## src/rtl/i2c_init_pkg.sv

```systemverilog
// Shared constants for the AK4619 power-on I2C configuration master:
// codec address, the fixed transaction byte ROM and the sequencer state encoding.
package i2c_init_pkg;

    localparam logic [7:0] CODEC_ADDR_W = 8'h20;

    localparam int unsigned ROM_LEN = 10;
    localparam int unsigned IDX_W   = 4;
    localparam int unsigned BIT_W   = 4;

    // Transaction A occupies entries 0..6, transaction B entries 7..9.
    localparam logic [7:0] TXN_ROM [ROM_LEN] = '{
        CODEC_ADDR_W, 8'h00, 8'h36, 8'hAC, 8'h1C, 8'h00, 8'h22,
        CODEC_ADDR_W, 8'h00, 8'h37
    };

    localparam int unsigned TXN_LEN [2] = '{7, 3};

    localparam logic [IDX_W-1:0] LAST_A  = IDX_W'(TXN_LEN[0] - 1);
    localparam logic [IDX_W-1:0] FIRST_B = IDX_W'(TXN_LEN[0]);
    localparam logic [IDX_W-1:0] LAST_B  = IDX_W'(TXN_LEN[0] + TXN_LEN[1] - 1);

    // Index of the acknowledge slot that follows the 8 data bits.
    localparam logic [BIT_W-1:0] ACK_SLOT = BIT_W'(8);

    typedef enum logic [2:0] {
        ST_WAIT,
        ST_START,
        ST_BIT,
        ST_STOP,
        ST_GAP,
        ST_DONE
    } state_t;

    // SDA level for bit slot bit_idx of ROM byte idx: data MSB first, ACK slot released.
    function automatic logic tx_bit(input logic [IDX_W-1:0] idx, input logic [BIT_W-1:0] bit_idx);
        logic [7:0] b;
        b = TXN_ROM[idx];
        if (bit_idx >= ACK_SLOT) begin
            return 1'b1;
        end
        return b[3'(BIT_W'(7) - bit_idx)];
    endfunction

endpackage

```

## src/rtl/i2c_init.sv

```systemverilog
// Power-on I2C write sequencer for the AK4619: waits DELAY clk, sends transactions A and B,
// then parks the bus released. done rises on rising edge DELAY+GAP+376 counted from the
// first edge that samples rst low (edge 1).
module i2c_init
    import i2c_init_pkg::*;
#(
    parameter int unsigned DELAY = 1024,
    parameter int unsigned GAP   = 16
) (
    input  logic clk,
    input  logic rst,
    output logic scl,
    output logic sda_out,
    output logic done
);

    localparam int unsigned CNT_MAX = (DELAY > GAP) ? DELAY : GAP;
    localparam int unsigned CNT_W   = $clog2(CNT_MAX + 1);

    state_t             state;
    logic [1:0]         phase;
    logic [CNT_W-1:0]   cnt;
    logic [IDX_W-1:0]   byte_idx;
    logic [BIT_W-1:0]   bit_idx;
    logic               txn_b;
    logic [IDX_W-1:0]   last_idx;

    assign last_idx = txn_b ? LAST_B : LAST_A;

    // phase names the 4-cycle sub-step whose line levels are currently on the outputs.
    always_ff @(posedge clk) begin
        if (rst) begin
            state    <= ST_WAIT;
            phase    <= 2'd0;
            cnt      <= '0;
            byte_idx <= '0;
            bit_idx  <= '0;
            txn_b    <= 1'b0;
            scl      <= 1'b1;
            sda_out  <= 1'b1;
            done     <= 1'b0;
        end else begin
            case (state)
                ST_WAIT: begin
                    if (cnt == CNT_W'(DELAY - 1)) begin
                        state   <= ST_START;
                        phase   <= 2'd0;
                        cnt     <= '0;
                        scl     <= 1'b1;
                        sda_out <= 1'b1;
                    end else begin
                        cnt <= cnt + CNT_W'(1);
                    end
                end

                ST_START: begin
                    case (phase)
                        2'd0: begin
                            sda_out <= 1'b0;
                            phase   <= 2'd1;
                        end
                        2'd1: phase <= 2'd2;
                        2'd2: begin
                            scl   <= 1'b0;
                            phase <= 2'd3;
                        end
                        default: begin
                            state   <= ST_BIT;
                            phase   <= 2'd0;
                            bit_idx <= '0;
                            sda_out <= tx_bit(byte_idx, BIT_W'(0));
                        end
                    endcase
                end

                // SDA is only updated on the B3->B0 edge, while SCL is low.
                ST_BIT: begin
                    case (phase)
                        2'd0: begin
                            scl   <= 1'b1;
                            phase <= 2'd1;
                        end
                        2'd1: phase <= 2'd2;
                        2'd2: begin
                            scl   <= 1'b0;
                            phase <= 2'd3;
                        end
                        default: begin
                            phase <= 2'd0;
                            if (bit_idx != ACK_SLOT) begin
                                bit_idx <= bit_idx + BIT_W'(1);
                                sda_out <= tx_bit(byte_idx, bit_idx + BIT_W'(1));
                            end else begin
                                bit_idx <= '0;
                                if (byte_idx == last_idx) begin
                                    state   <= ST_STOP;
                                    sda_out <= 1'b0;
                                end else begin
                                    byte_idx <= byte_idx + IDX_W'(1);
                                    sda_out  <= tx_bit(byte_idx + IDX_W'(1), BIT_W'(0));
                                end
                            end
                        end
                    endcase
                end

                ST_STOP: begin
                    case (phase)
                        2'd0: begin
                            scl   <= 1'b1;
                            phase <= 2'd1;
                        end
                        2'd1: begin
                            sda_out <= 1'b1;
                            phase   <= 2'd2;
                        end
                        2'd2: phase <= 2'd3;
                        default: begin
                            phase <= 2'd0;
                            if (!txn_b) begin
                                state    <= ST_GAP;
                                cnt      <= '0;
                                txn_b    <= 1'b1;
                                byte_idx <= FIRST_B;
                            end else begin
                                state <= ST_DONE;
                                done  <= 1'b1;
                            end
                        end
                    endcase
                end

                ST_GAP: begin
                    if (cnt == CNT_W'(GAP - 1)) begin
                        state   <= ST_START;
                        phase   <= 2'd0;
                        cnt     <= '0;
                        scl     <= 1'b1;
                        sda_out <= 1'b1;
                    end else begin
                        cnt <= cnt + CNT_W'(1);
                    end
                end

                ST_DONE: begin
                    scl     <= 1'b1;
                    sda_out <= 1'b1;
                    done    <= 1'b1;
                end

                default: begin
                    state   <= ST_WAIT;
                    phase   <= 2'd0;
                    cnt     <= '0;
                    scl     <= 1'b1;
                    sda_out <= 1'b1;
                end
            endcase
        end
    end

endmodule

```

## config.mk

```make
export PLATFORM = sky130hd
export DESIGN_NAME = i2c_init
export DESIGN_NICKNAME = d
export VERILOG_FILES = /design/src/rtl/i2c_init_pkg.sv /design/src/rtl/i2c_init.sv
export SDC_FILE = /design/constraint.sdc
export NUM_CORES = 1
export LEC_CHECK = 0
export ABC_AREA = 1
export CAP_MARGIN = 30
export CORE_UTILIZATION = 60
export DETAILED_ROUTE_END_ITERATION = 8
export PLACE_DENSITY = 0.88
export SYNTH_ARGS = -nofsm -noshare
export SYNTH_HDL_FRONTEND = slang
export SYNTH_SLANG_ARGS = --single-unit
```

## constraint.sdc

```tcl
create_clock -name clk -period 3.81 [get_ports clk]
set_input_delay 0.381 -clock clk [delete_from_list [all_inputs] [get_ports clk]]
set_output_delay 0.381 -clock clk [all_outputs]
set_load 0.05 [all_outputs]
```

==> metrics.txt <==
# TYPE chip_impl_metric gauge
chip_impl_metric{name="detail-route-antenna-nets",unit=""} 0
chip_impl_metric{name="internal_power",unit="mW"} 0.462
chip_impl_metric{name="number_of_h_tree_branching_levels",unit=""} 1
chip_impl_metric{name="final_net_count",unit=""} 300
chip_impl_metric{name="areaGrowthSynthToFinish",unit="%"} 5.97
chip_impl_info{name="setup.worst_path.start_class",value="register"} 1
chip_impl_metric{name="post_route_skew",unit="ps"} 7.93
chip_impl_metric{name="vias",unit=""} 1712
chip_impl_metric{name="mean_number_of_vias_per_cell",unit=""} 5.42
chip_impl_metric{name="later_pin_clock_latency_in_the_skew_report",unit="ps"} 330
chip_impl_metric{name="avgRoutedWirePerCell",unit="um"} 11.5
chip_impl_metric{name="total_negative_setup_slack",unit="ps"} 0
chip_impl_metric{name="final_layout_size_suffix_gt1_frac",unit=""} 0.0526
chip_impl_metric{name="place_area",unit="um2"} 1870
chip_impl_metric{name="grtUsageMet2",unit=""} 0.418
chip_impl_metric{name="worstPathArrival",unit="ps"} 1510
chip_impl_metric{name="grt_start_max_net_pins",unit=""} 18
chip_impl_metric{name="initial_core_util",unit=""} 0.643
chip_impl_metric{name="grt_pass1_vias",unit=""} 1550
chip_impl_info{name="min_path_type",value="register to register"} 1
chip_impl_metric{name="ys_seq_area_frac",unit=""} 0.311
chip_impl_metric{name="grt.met3_usage",unit=""} 0.0138
chip_impl_metric{name="fmax",unit="MHz"} 530
chip_impl_metric{name="period_share",unit=""} 0.496
chip_impl_metric{name="worst_ir_drop_on_vdd",unit="mV"} 0.340
chip_impl_metric{name="hold_buffers",unit=""} 0
chip_impl_metric{name="highest_fanout_seen_on_the_critical_path",unit=""} 2
chip_impl_metric{name="floorplan.die.height",unit="um"} 56.8
chip_impl_info{name="end_kind",value="output port"} 1
chip_impl_metric{name="count_of_input_and_output_buffers",unit=""} 4
chip_impl_metric{name="dpl.hpwl",unit="um"} 2800
chip_impl_metric{name="num_ports",unit=""} 5
chip_impl_metric{name="final-hold-violation-count",unit=""} 0
chip_impl_metric{name="first_pass_grt_wire_length",unit="um"} 6420
chip_impl_metric{name="combPwrFrac",unit=""} 0.326
chip_impl_metric{name="critical_path.max_stage_delay",unit="ps"} 810
chip_impl_metric{name="fraction_of_met1_tracks_used_by_global_routing",unit=""} 0.338
chip_impl_metric{name="timing.max_slew.rel_slack",unit=""} 0.611
chip_impl_metric{name="cts_num_sinks",unit=""} 28
chip_impl_metric{name="numCtsBuffers",unit=""} 3
chip_impl_metric{name="fin_worst_hold_slack",unit="ps"} 500
chip_impl_metric{name="netlist.area_leader.share",unit=""} 0.311
chip_impl_metric{name="grt_overflow_total",unit=""} 0
chip_impl_metric{name="synth_area_per_cell",unit="um2"} 6.46
chip_impl_metric{name="grt.total_usage",unit=""} 0.247
chip_impl_metric{name="design.die.area",unit="um2"} 3230
chip_impl_info{name="globalRoute.busiestLayer",value="met2"} 1
chip_impl_metric{name="sequentialPowerShare",unit=""} 0.474
chip_impl_metric{name="n_antenna_cell",unit=""} 0
chip_impl_metric{name="switching_fraction_of_total_power",unit=""} 0.372
chip_impl_metric{name="gpl.final_weighted_congestion",unit=""} 0.936
chip_impl_info{name="synth_area_leaders",value="sky130_fd_sc_hd__dfxtp_1 31%, sky130_fd_sc_hd__nand2_1 13%, sky130_fd_sc_hd__inv_1 9.0%"} 1
chip_impl_metric{name="fill_cells",unit=""} 237
chip_impl_metric{name="ys_types",unit=""} 28
chip_impl_metric{name="finalCoreUtilization",unit=""} 0.681
chip_impl_metric{name="cts-resized-gates",unit=""} 0
chip_impl_info{name="unrepaired_setup_endpoints_after_global_routing",value="no"} 1
chip_impl_metric{name="clkSlewWorstSetupHoldPaths",unit="ps"} 150
chip_impl_metric{name="share_clk_of_total_power",unit=""} 0.200
chip_impl_metric{name="netlist_area",unit="um2"} 1800
chip_impl_metric{name="finalCriticalPeriod",unit="ps"} 1890
chip_impl_metric{name="area.sequential",unit="um2"} 561
chip_impl_metric{name="power_leakage",unit="nW"} 0.826
chip_impl_info{name="worst_path_cell_chain",value="clkdlybuf4s50_1"} 1
chip_impl_metric{name="chipWidth",unit="um"} 56.8
chip_impl_metric{name="detailedRoute.firstIterationViolations",unit=""} 110
chip_impl_info{name="run_status",value="complete, no violations"} 1
chip_impl_info{name="cts_tree",value="yes"} 1
chip_impl_metric{name="cts_setup_buffers",unit=""} 0
chip_impl_metric{name="footprint_of_the_multi_input_gates",unit="um2"} 1060
chip_impl_metric{name="drt_pass1_iterations",unit=""} 4
chip_impl_metric{name="total_power",unit="mW"} 0.735
chip_impl_info{name="timing.critical_path.max_delay_family",value="buffers and inverters"} 1
chip_impl_metric{name="largest_buffer_count_on_any_clock_path",unit=""} 2
chip_impl_metric{name="report.final.slew_viol_count",unit=""} 0
chip_impl_metric{name="timing_worst_slew_pin_value",unit="ps"} 582
chip_impl_metric{name="finalSetupViolations",unit=""} 0
chip_impl_metric{name="path_buf_inv",unit=""} 1
chip_impl_metric{name="postSynthRegisterBits",unit=""} 28
chip_impl_metric{name="placement_rows",unit=""} 19
chip_impl_metric{name="power.density_cell_area",unit="nW/um2"} 385
chip_impl_metric{name="post_synth_inst_count",unit=""} 279
chip_impl_metric{name="route.detailed.drc",unit=""} 0
chip_impl_metric{name="totalWireLength",unit="um"} 3640
chip_impl_info{name="root_buffer",value="sky130_fd_sc_hd__clkbuf_4"} 1
chip_impl_info{name="timing.setup.critical_path_class",value="register to output port"} 1
chip_impl_metric{name="coreArea",unit="um2"} 2810
chip_impl_metric{name="yosysWarningCount",unit=""} 0
chip_impl_metric{name="synth_nets",unit=""} 293
chip_impl_metric{name="net_switching",unit="mW"} 0.273
chip_impl_metric{name="crit_required",unit="ps"} 3430
chip_impl_metric{name="layout.cell_area.non_filler",unit="um2"} 1910
chip_impl_info{name="largest_area_contributor_in_the_synthesized_netlist",value="sky130_fd_sc_hd__dfxtp_1"} 1
chip_impl_metric{name="antenna_found_initial",unit=""} 0
chip_impl_metric{name="cap_violations",unit=""} 0
chip_impl_info{name="master_of_the_slowest_instance_on_the_critical_path",value="sky130_fd_sc_hd__clkdlybuf4s50_1"} 1
## flip-flops by register name (all words and copies together), names as in the netlist
signal    count
sda_out       1
done          1
cnt          11
byte_idx      4
bit_idx       4
txn_b         1
phase         2
scl           1
state         3
## cell type report
class                      count  area share
tap                           31      0.0203
timing repair buffer           4      0.0210
inverter                      46      0.0917
clock buffer                   4      0.0190
multi-input combinational    203       0.555
sequential                    28       0.293
## logic make-up after synthesis
| group | after synthesis | share of synthesized area |
|---|---|---|
| simple gates | 138 | 0.337 |
| compound gates | 48 | 0.143 |
| buf+inv | 48 | 0.101 |
| flops | 28 | 0.311 |
| fa+ha+maj | 12 | 0.0833 |
| xor+xnor | 5 | 0.0243 |
## cells in the final DEF (no fill, tap or decap), drive strengths merged
master | netlist | final
dfxtp | 28 | 28
clkbuf | 2 | 4
xnor2 | 1 | 1
a31oi | 1 | 1
a22oi | 1 | 1
o21ai | 23 | 23
inv | 46 | 46
o22a | 1 | 1
nand4 | 5 | 5
xor2 | 4 | 4
nor2 | 37 | 37
ha | 12 | 12
nand3 | 22 | 22
nor3 | 8 | 8
clkdlybuf4s50 | 0 | 4
nand3b | 1 | 1
a21oi | 20 | 20
nand2 | 64 | 64
o21bai | 1 | 1
a211oi | 1 | 1
or2 | 1 | 1
## power groups by stage
stage                     combinational (mW)  clock (mW)  sequential [mW]
after floorplan                        0.161           0            0.373
after global placement                 0.231           0            0.354
after detailed placement               0.236           0            0.355
after CTS                              0.239       0.147            0.349
after global routing                   0.271       0.161            0.354
final                                  0.239       0.147            0.349
## metrics by stage
stage | worst slack (ps) | instances
floorplan | 2230 | 279
detailed placement | 1850 | 312
global placement | 1910 | 312
finish | 1920 | 316
CTS | 1920 | 316
global route | 1720 | 316
## layer usage
layer / vias up / routed length [um] / share of wire
met1: 756 / 1740 / 0.48
met4: 0 / 41 / 0.011
met2: 43 / 1710 / 0.47
met3: 5 / 147 / 0.040
met5: - / 0 / 0
li1: 908 / - / -
## worst paths after layout
path	startpoint	endpoint	slack, ps	cells after the start
max	done	done	1920	1
min	cnt[6]	cnt[6]	500	2
max reg2reg	cnt[0]	cnt[8]	1940	10
min reg2reg	cnt[6]	cnt[6]	500	2
## cells in the mapped netlist
| library cell | number |
|---|---|
| sky130_fd_sc_hd__nand2_1 | 61 |
| sky130_fd_sc_hd__inv_1 | 43 |
| sky130_fd_sc_hd__nor2_1 | 37 |
| sky130_fd_sc_hd__dfxtp_1 | 28 |
| sky130_fd_sc_hd__o21ai_0 | 21 |
| sky130_fd_sc_hd__nand3_1 | 20 |
| sky130_fd_sc_hd__a21oi_1 | 19 |
| sky130_fd_sc_hd__ha_1 | 12 |
| sky130_fd_sc_hd__nor3_1 | 7 |
| sky130_fd_sc_hd__nand4_1 | 5 |
| sky130_fd_sc_hd__xor2_1 | 4 |
| sky130_fd_sc_hd__clkbuf_1 | 2 |
| sky130_fd_sc_hd__inv_2 | 2 |
| sky130_fd_sc_hd__nand2_2 | 2 |
| sky130_fd_sc_hd__nand3_2 | 2 |
| sky130_fd_sc_hd__o21ai_1 | 2 |
| sky130_fd_sc_hd__a211oi_1 | 1 |
| sky130_fd_sc_hd__a21oi_2 | 1 |
| sky130_fd_sc_hd__a22oi_1 | 1 |
| sky130_fd_sc_hd__a31oi_1 | 1 |
| sky130_fd_sc_hd__inv_4 | 1 |
| sky130_fd_sc_hd__nand2_4 | 1 |
| sky130_fd_sc_hd__nand3b_1 | 1 |
| sky130_fd_sc_hd__nor3_4 | 1 |
| sky130_fd_sc_hd__o21bai_1 | 1 |
| sky130_fd_sc_hd__o22a_2 | 1 |
| sky130_fd_sc_hd__or2_0 | 1 |
| sky130_fd_sc_hd__xnor2_1 | 1 |
(Power assumes the default switching activity.)
